`src/rtl/rs_alu.sv`:
```
// ALU reservation station: buffers issued ops until both operands arrive on a CDB,
// then dispatches the lowest-indexed ready entry to the ALU through registered outputs.
module rs_alu #(
  parameter int RS_SIZE = 8,
  parameter int ROB_W   = 4
) (
  input  logic             clk,
  input  logic             rst,
  input  logic             rdy,
  input  logic             ISSUE_flag_in,
  input  logic [5:0]       ISSUE_op_in,
  input  logic             ISSUE_Q1_pend_in,
  input  logic             ISSUE_Q2_pend_in,
  input  logic [ROB_W-1:0] ISSUE_Q1_in,
  input  logic [ROB_W-1:0] ISSUE_Q2_in,
  input  logic [31:0]      ISSUE_V1_in,
  input  logic [31:0]      ISSUE_V2_in,
  input  logic [ROB_W-1:0] ISSUE_idx_in_ROB_in,
  input  logic             ALU_CDB_flag_in,
  input  logic [31:0]      ALU_CDB_val_in,
  input  logic [ROB_W-1:0] ALU_CDB_idx_in,
  input  logic             LSB_CDB_flag_in,
  input  logic [31:0]      LSB_CDB_val_in,
  input  logic [ROB_W-1:0] LSB_CDB_idx_in,
  input  logic             flush_in,
  output logic             full_out,
  output logic             ALU_flag_out,
  output logic [5:0]       ALU_op_out,
  output logic [31:0]      ALU_val1_out,
  output logic [31:0]      ALU_val2_out,
  output logic [ROB_W-1:0] ALU_idx_in_ROB_out
);

  localparam int IDX_W = (RS_SIZE > 1) ? $clog2(RS_SIZE) : 1;

  logic [RS_SIZE-1:0] busy_q, busy_d;
  logic [RS_SIZE-1:0] pend1_q, pend1_d;
  logic [RS_SIZE-1:0] pend2_q, pend2_d;
  logic [5:0]         op_q  [RS_SIZE];
  logic [31:0]        v1_q  [RS_SIZE];
  logic [31:0]        v2_q  [RS_SIZE];
  logic [ROB_W-1:0]   q1_q  [RS_SIZE];
  logic [ROB_W-1:0]   q2_q  [RS_SIZE];
  logic [ROB_W-1:0]   rob_q [RS_SIZE];

  logic [32:0]        res1 [RS_SIZE];
  logic [32:0]        res2 [RS_SIZE];
  logic [RS_SIZE-1:0] hit1, hit2;
  logic [32:0]        iss_res1, iss_res2;
  logic               iss_hit1, iss_hit2;
  logic [31:0]        iss_v1, iss_v2;
  logic               issue_en;
  logic [IDX_W-1:0]   issue_idx;
  logic               disp_found;
  logic [IDX_W-1:0]   disp_idx;

  // Returns {hit, value}; the ALU bus wins when both buses carry the same tag.
  function automatic logic [32:0] cdb_resolve(
    input logic [ROB_W-1:0] q,
    input logic alu_f, input logic [ROB_W-1:0] alu_i, input logic [31:0] alu_v,
    input logic lsb_f, input logic [ROB_W-1:0] lsb_i, input logic [31:0] lsb_v
  );
    logic [32:0] r;
    r = '0;
    if (alu_f && alu_i == q)      r = {1'b1, alu_v};
    else if (lsb_f && lsb_i == q) r = {1'b1, lsb_v};
    return r;
  endfunction

  assign full_out = &busy_q;
  assign issue_en = ISSUE_flag_in && !full_out && rdy && !flush_in;

  always_comb begin
    iss_res1 = cdb_resolve(ISSUE_Q1_in, ALU_CDB_flag_in, ALU_CDB_idx_in, ALU_CDB_val_in,
                           LSB_CDB_flag_in, LSB_CDB_idx_in, LSB_CDB_val_in);
    iss_res2 = cdb_resolve(ISSUE_Q2_in, ALU_CDB_flag_in, ALU_CDB_idx_in, ALU_CDB_val_in,
                           LSB_CDB_flag_in, LSB_CDB_idx_in, LSB_CDB_val_in);
    iss_hit1 = ISSUE_Q1_pend_in && iss_res1[32];
    iss_hit2 = ISSUE_Q2_pend_in && iss_res2[32];
    iss_v1   = iss_hit1 ? iss_res1[31:0] : ISSUE_V1_in;
    iss_v2   = iss_hit2 ? iss_res2[31:0] : ISSUE_V2_in;
    for (int i = 0; i < RS_SIZE; i++) begin
      res1[i] = cdb_resolve(q1_q[i], ALU_CDB_flag_in, ALU_CDB_idx_in, ALU_CDB_val_in,
                            LSB_CDB_flag_in, LSB_CDB_idx_in, LSB_CDB_val_in);
      res2[i] = cdb_resolve(q2_q[i], ALU_CDB_flag_in, ALU_CDB_idx_in, ALU_CDB_val_in,
                            LSB_CDB_flag_in, LSB_CDB_idx_in, LSB_CDB_val_in);
      hit1[i] = pend1_q[i] && res1[i][32];
      hit2[i] = pend2_q[i] && res2[i][32];
    end
  end

  // Descending scan so the last assignment is the lowest matching index.
  always_comb begin
    issue_idx  = '0;
    disp_found = 1'b0;
    disp_idx   = '0;
    for (int i = RS_SIZE - 1; i >= 0; i--) begin
      if (!busy_q[i]) issue_idx = IDX_W'(i);
      if (busy_q[i] && !pend1_q[i] && !pend2_q[i]) begin
        disp_found = 1'b1;
        disp_idx   = IDX_W'(i);
      end
    end
  end

  // NOTE: every always_comb output gets a default first so no path leaves it unassigned (no latch).
  always_comb begin
    busy_d  = busy_q;
    pend1_d = pend1_q & ~hit1;
    pend2_d = pend2_q & ~hit2;
    if (disp_found) busy_d[disp_idx] = 1'b0;
    if (issue_en) begin
      busy_d[issue_idx]  = 1'b1;
      pend1_d[issue_idx] = ISSUE_Q1_pend_in && !iss_hit1;
      pend2_d[issue_idx] = ISSUE_Q2_pend_in && !iss_hit2;
    end
  end

  // NOTE: sequential state uses non-blocking assignments so all registers update from pre-edge values.
  always_ff @(posedge clk or negedge rst) begin
    if (!rst) begin
      busy_q             <= '0;
      pend1_q            <= '0;
      pend2_q            <= '0;
      ALU_flag_out       <= 1'b0;
      ALU_op_out         <= '0;
      ALU_val1_out       <= '0;
      ALU_val2_out       <= '0;
      ALU_idx_in_ROB_out <= '0;
    end else if (!rdy || flush_in) begin
      if (rdy) begin
        busy_q  <= '0;
        pend1_q <= '0;
        pend2_q <= '0;
      end
      ALU_flag_out       <= 1'b0;
      ALU_op_out         <= '0;
      ALU_val1_out       <= '0;
      ALU_val2_out       <= '0;
      ALU_idx_in_ROB_out <= '0;
    end else begin
      busy_q             <= busy_d;
      pend1_q            <= pend1_d;
      pend2_q            <= pend2_d;
      ALU_flag_out       <= disp_found;
      ALU_op_out         <= disp_found ? op_q[disp_idx]  : '0;
      ALU_val1_out       <= disp_found ? v1_q[disp_idx]  : '0;
      ALU_val2_out       <= disp_found ? v2_q[disp_idx]  : '0;
      ALU_idx_in_ROB_out <= disp_found ? rob_q[disp_idx] : '0;
    end
  end

  // NOTE: payload storage is not reset; busy/pend gate every read, so stale contents are never observed.
  always_ff @(posedge clk) begin
    if (rdy && !flush_in) begin
      for (int i = 0; i < RS_SIZE; i++) begin
        if (issue_en && issue_idx == IDX_W'(i)) begin
          op_q[i]  <= ISSUE_op_in;
          v1_q[i]  <= iss_v1;
          v2_q[i]  <= iss_v2;
          q1_q[i]  <= ISSUE_Q1_in;
          q2_q[i]  <= ISSUE_Q2_in;
          rob_q[i] <= ISSUE_idx_in_ROB_in;
        end else begin
          if (hit1[i]) v1_q[i] <= res1[i][31:0];
          if (hit2[i]) v2_q[i] <= res2[i][31:0];
        end
      end
    end
  end

endmodule
```
`config.mk`:
```
export PLATFORM = sky130hd
export DESIGN_NAME = rs_alu
export DESIGN_NICKNAME = d
export VERILOG_FILES = /design/src/rtl/rs_alu.sv
export SDC_FILE = /design/constraint.sdc
export NUM_CORES = 2
export LEC_CHECK = 0
export ABC_CLOCK_PERIOD_IN_PS = 4680
export CAP_MARGIN = 5
export CORE_ASPECT_RATIO = 1.25
export CORE_MARGIN = 2
export CORE_UTILIZATION = 50
export DETAILED_ROUTE_END_ITERATION = 8
export PLACE_DENSITY = 0.71
export SLEW_MARGIN = 20
export SYNTH_ARGS = -nofsm -noshare
export SYNTH_HDL_FRONTEND = slang
export SYNTH_SLANG_ARGS = --single-unit
```
`constraint.sdc`:
```
create_clock -name clk -period 4.68 [get_ports clk]
set_input_delay 0.702 -clock clk [delete_from_list [all_inputs] [get_ports clk]]
set_output_delay 0.702 -clock clk [all_outputs]
set_load 0.05 [all_outputs]
```
==> results.txt <==
- Status: finished, final reports clean
- Total setup buffers inserted after CTS: 0
* Number of maximum-capacitance violations: 0
* Synth unique cells: 67
* Global route total overflow: 0
- Chip height: 331 um
- TritonCTS built the clock tree.
* CP Max Fanout: 8
* Antenna cell count: 0
- Layout overhead on the synthesized area: 15.8%
- Using the TritonRoute via totals, the vias-per-cell ratio works out to 6.89.
* Crit path DAT: 3.03 ns
- The worst setup path is captured at a primary output.
- Fin crit period: 3.73 ns
- From left edge to right edge, the die measures 266 um.
- CTS Hold Buffers Added: 1
- 1st-pass router iterations: 8
- Clk sinks: 755
- Final Hold Violating Endpoints: 0
- Once the clock tree was built, the resizer swapped 0 gates to a different size.
- Slowest library cell on the worst path: sky130_fd_sc_hd__clkdlybuf4s50_1
- Ports: 239
- Number of antenna violations at the first check in global routing: 3
- The die covers 87900 um^2.
* Cell Rows: 119
- Critical register-to-register path startpoint: busy_q[2]
* Period utilisation layout: 79.7%
* Dpl hpwl: 87100 um
* Nets: 3564
- Worst Hold Margin: 0.511 ns
* Sequential-to-total area share from yosys stat: 51.8%
- Port buffering added 238 buffers.
- Cell breakdown of the critical path: nand2_1 -> nor4_1 -> clkdlybuf4s50_1
- The critical path starts at busy_q[1].
* Standby leakage power: 0.0182 uW
* Initial Utilization: 50.6%
- Final setup violation count: 0
- Syn Inst Count: 3274
- Summing every instance area after synthesis gives 42800 um^2.
- Fill cells in the final layout number 6641.
- Leaving out fill and tap cells, the most frequent cell in the layout is sky130_fd_sc_hd__mux2i_1.
- The post-route netlist has 14.1% of its cells at a drive strength greater than 1.
- After synthesis, the share of flip-flops with an asynchronous set or reset is 13.1%.
- First-pass GRT wire length: 219000 um
- P per Cell Area: 326 nW/um^2
- Worst hold path type: in -> async
- Maximum buffer depth of the clock tree: 3
- Number of remaining DRC errors: 0
* Mean instance size in the synthesized netlist: 13.1 um^2
* Count of non-filler cells in the finished layout: 4556
* Remaining max-slew budget at the tightest pin: 31.4%
* Transition at the pin with the smallest max-transition slack: 1.03 ns
- Area of the placeable core: 84600 um^2
- The critical path in this run is classified as reg -> out.
- The number of max-slew violations in the final report is 0.
- Total negative slack for setup checks: 0 ns
- For this run, the top clock speed supported by timing is 0.268 GHz.
- H-Tree Depth: 3
- Number of DRC markers after the initial detailed-route iteration: 3506
* Required time of the critical path: 3.98 ns
- Routed wire length: 153000 um
- Yosys mapped a number of flops with a built-in enable equal to 656.
* Largest voltage drop on the vdd net: 0.278 mV
- Once detail routing completed, the nets flagged for antenna violations numbered 0.
* Count of yosys warnings during synthesis: 0
- In this run, CTS created clock tree buffers numbering 80.
* Routability congestion estimate from global placement: 0.934
- Leaving out fill and tap cells, the most frequent cells in the layout are 1115 x sky130_fd_sc_hd__mux2i_1, 656 x sky130_fd_sc_hd__edfxtp_1, 237 x sky130_fd_sc_hd__clkdlybuf4s50_1, 174 x sky130_fd_sc_hd__o22ai_1, 158 x sky130_fd_sc_hd__nand2_1.
- Yosys reg bits: 755
- Setup repair after global routing left no endpoint under its margin.
- Largest incremental delay on the critical path: 0.95 ns
- The number of nets in the synthesized netlist is 3437.
* Maximum number of pins on one net before global-route repair: 91
- After detailed routing, the average wire length per cell comes to 33.6 um.
* Startpoint types: flop
- After clock tree synthesis, the clock-pin slew on the worst setup and hold paths is 0.06 ns.
- The number of global-route vias before repair was 32281.
- Dominant register cell in the synthesized netlist: sky130_fd_sc_hd__edfxtp_1
- Final setup skew: 0.0237 ns
- Cell Count Post-Placement: 4407
* Overall routing resource usage: 34.3%
- Root buffer selected by CTS: sky130_fd_sc_hd__clkbuf_16
- The detailed router placed 31401 vias in this run.
* Clock Latency Late Sink: 0.66 ns
power breakdown:
group	internal, uW	switching, uW
Sequential	7430	37.7
Combinational	792	1420
Clock	3730	2780
Total	11900	4240
cell families (layout without fill, tap and decap cells):
logic type	Yosys count	count (layout)	share of synthesized area, %
and+or+nand+nor	340	340	4.45
xor gates and xnor gates	144	144	2.95
DFF	755	755	51.8
AOI/OAI and AO/OA	474	474	8.93
buffers and inverters	382	575	4.06
muxes	1179	1179	27.8
worst paths after layout:
kind | slack, ns | cells after the start | to
max in group asynchronous | 3.23 | 3 | ALU_val2_out[8]
hold reg to reg | 0.54 | 1 | busy_q[5]
min in group clk | 0.54 | 1 | busy_q[5]
setup reg to reg | 1.07 | 7 | ALU_val1_out[16]
hold / removal | 0.51 | 2 | ALU_val2_out[29]
setup / recovery | 0.95 | 3 | full_out
layer usage:
layer / vias up / GRT usage [%] / share of wire, %
met5: - / 0 / 0.016
met1: 15864 / 42.6 / 37
met3: 562 / 6.67 / 10
met2: 2148 / 55.7 / 47
met4: 4 / 21.0 / 6.3
li1: 12823 / - / -
cells in the mapped netlist, drive strengths merged (2+ instances only):
cell        n  share of area [%]
edfxtp    656                 46
nand2b      2              0.029
xor2      108                2.2
a32o       47                1.1
a31o       13               0.27
or3b        7               0.15
nand2     179                1.6
a2111oi    47                1.6
nor4       21               0.75
a221oi      2              0.041
mux2       64                1.7
a21boi      2              0.035
o41ai       4              0.082
nor3b       5               0.15
a21oi      33               0.39
o211ai      5              0.088
and3        3              0.044
nor3       17               0.20
and2       49               0.72
xnor2      36               0.74
a211oi     74                1.5
a31oi       2              0.029
o21ai      36               0.45
inv        15               0.13
or2         5              0.073
buf       175                2.2
o22ai     174                2.5
nand3      22               0.27
o31ai      11               0.23
o2bb2ai     3              0.061
dfrtp      99                5.8
nor2       13               0.13
a22o       16               0.33
o31a        2              0.041
mux2i    1115                 26
clkbuf    192                1.7
nand4      14               0.26
layout make-up:
cell class                      instances  area (um^2)  area share (%)
Sequential cell                       755        22200            44.8
Clock buffer                          117         2280            4.61
Multi-Input combinational cell       2137        19100            38.6
Timing Repair Buffer                  412         4240            8.55
Inverter                               15         56.3           0.114
Tap cell                             1089         1360            2.75
Clock inverter                         31          327           0.659
critical path: cells and delay by family, from the launching register on:
kind	cells	cell delay (ns)
and+or+nand+nor	2	0.88
DFF	1	0.54
buffers and inverters	1	0.95
state kept, by name, summed over array words and instances (netlist names), 32 cells and up:
name,count
rob_q,32
q2_q,32
op_q,48
ALU_val1_out,32
v1_q,256
v2_q,256
q1_q,32
ALU_val2_out,32
per-stage QoR:
stage	total power [uW]	setup WS (ns)	instance area, um^2	util [%]
finish	16200	0.950	49600	58.6
global route	16500	0.954	49600	58.6
CTS	16200	1.04	49600	58.6
detailed placement	9760	0.606	46900	55.5
global placement	9690	0.694	46900	55.5
floorplan	8950	1.04	42800	-
Power figures use the tool's default switching activity.
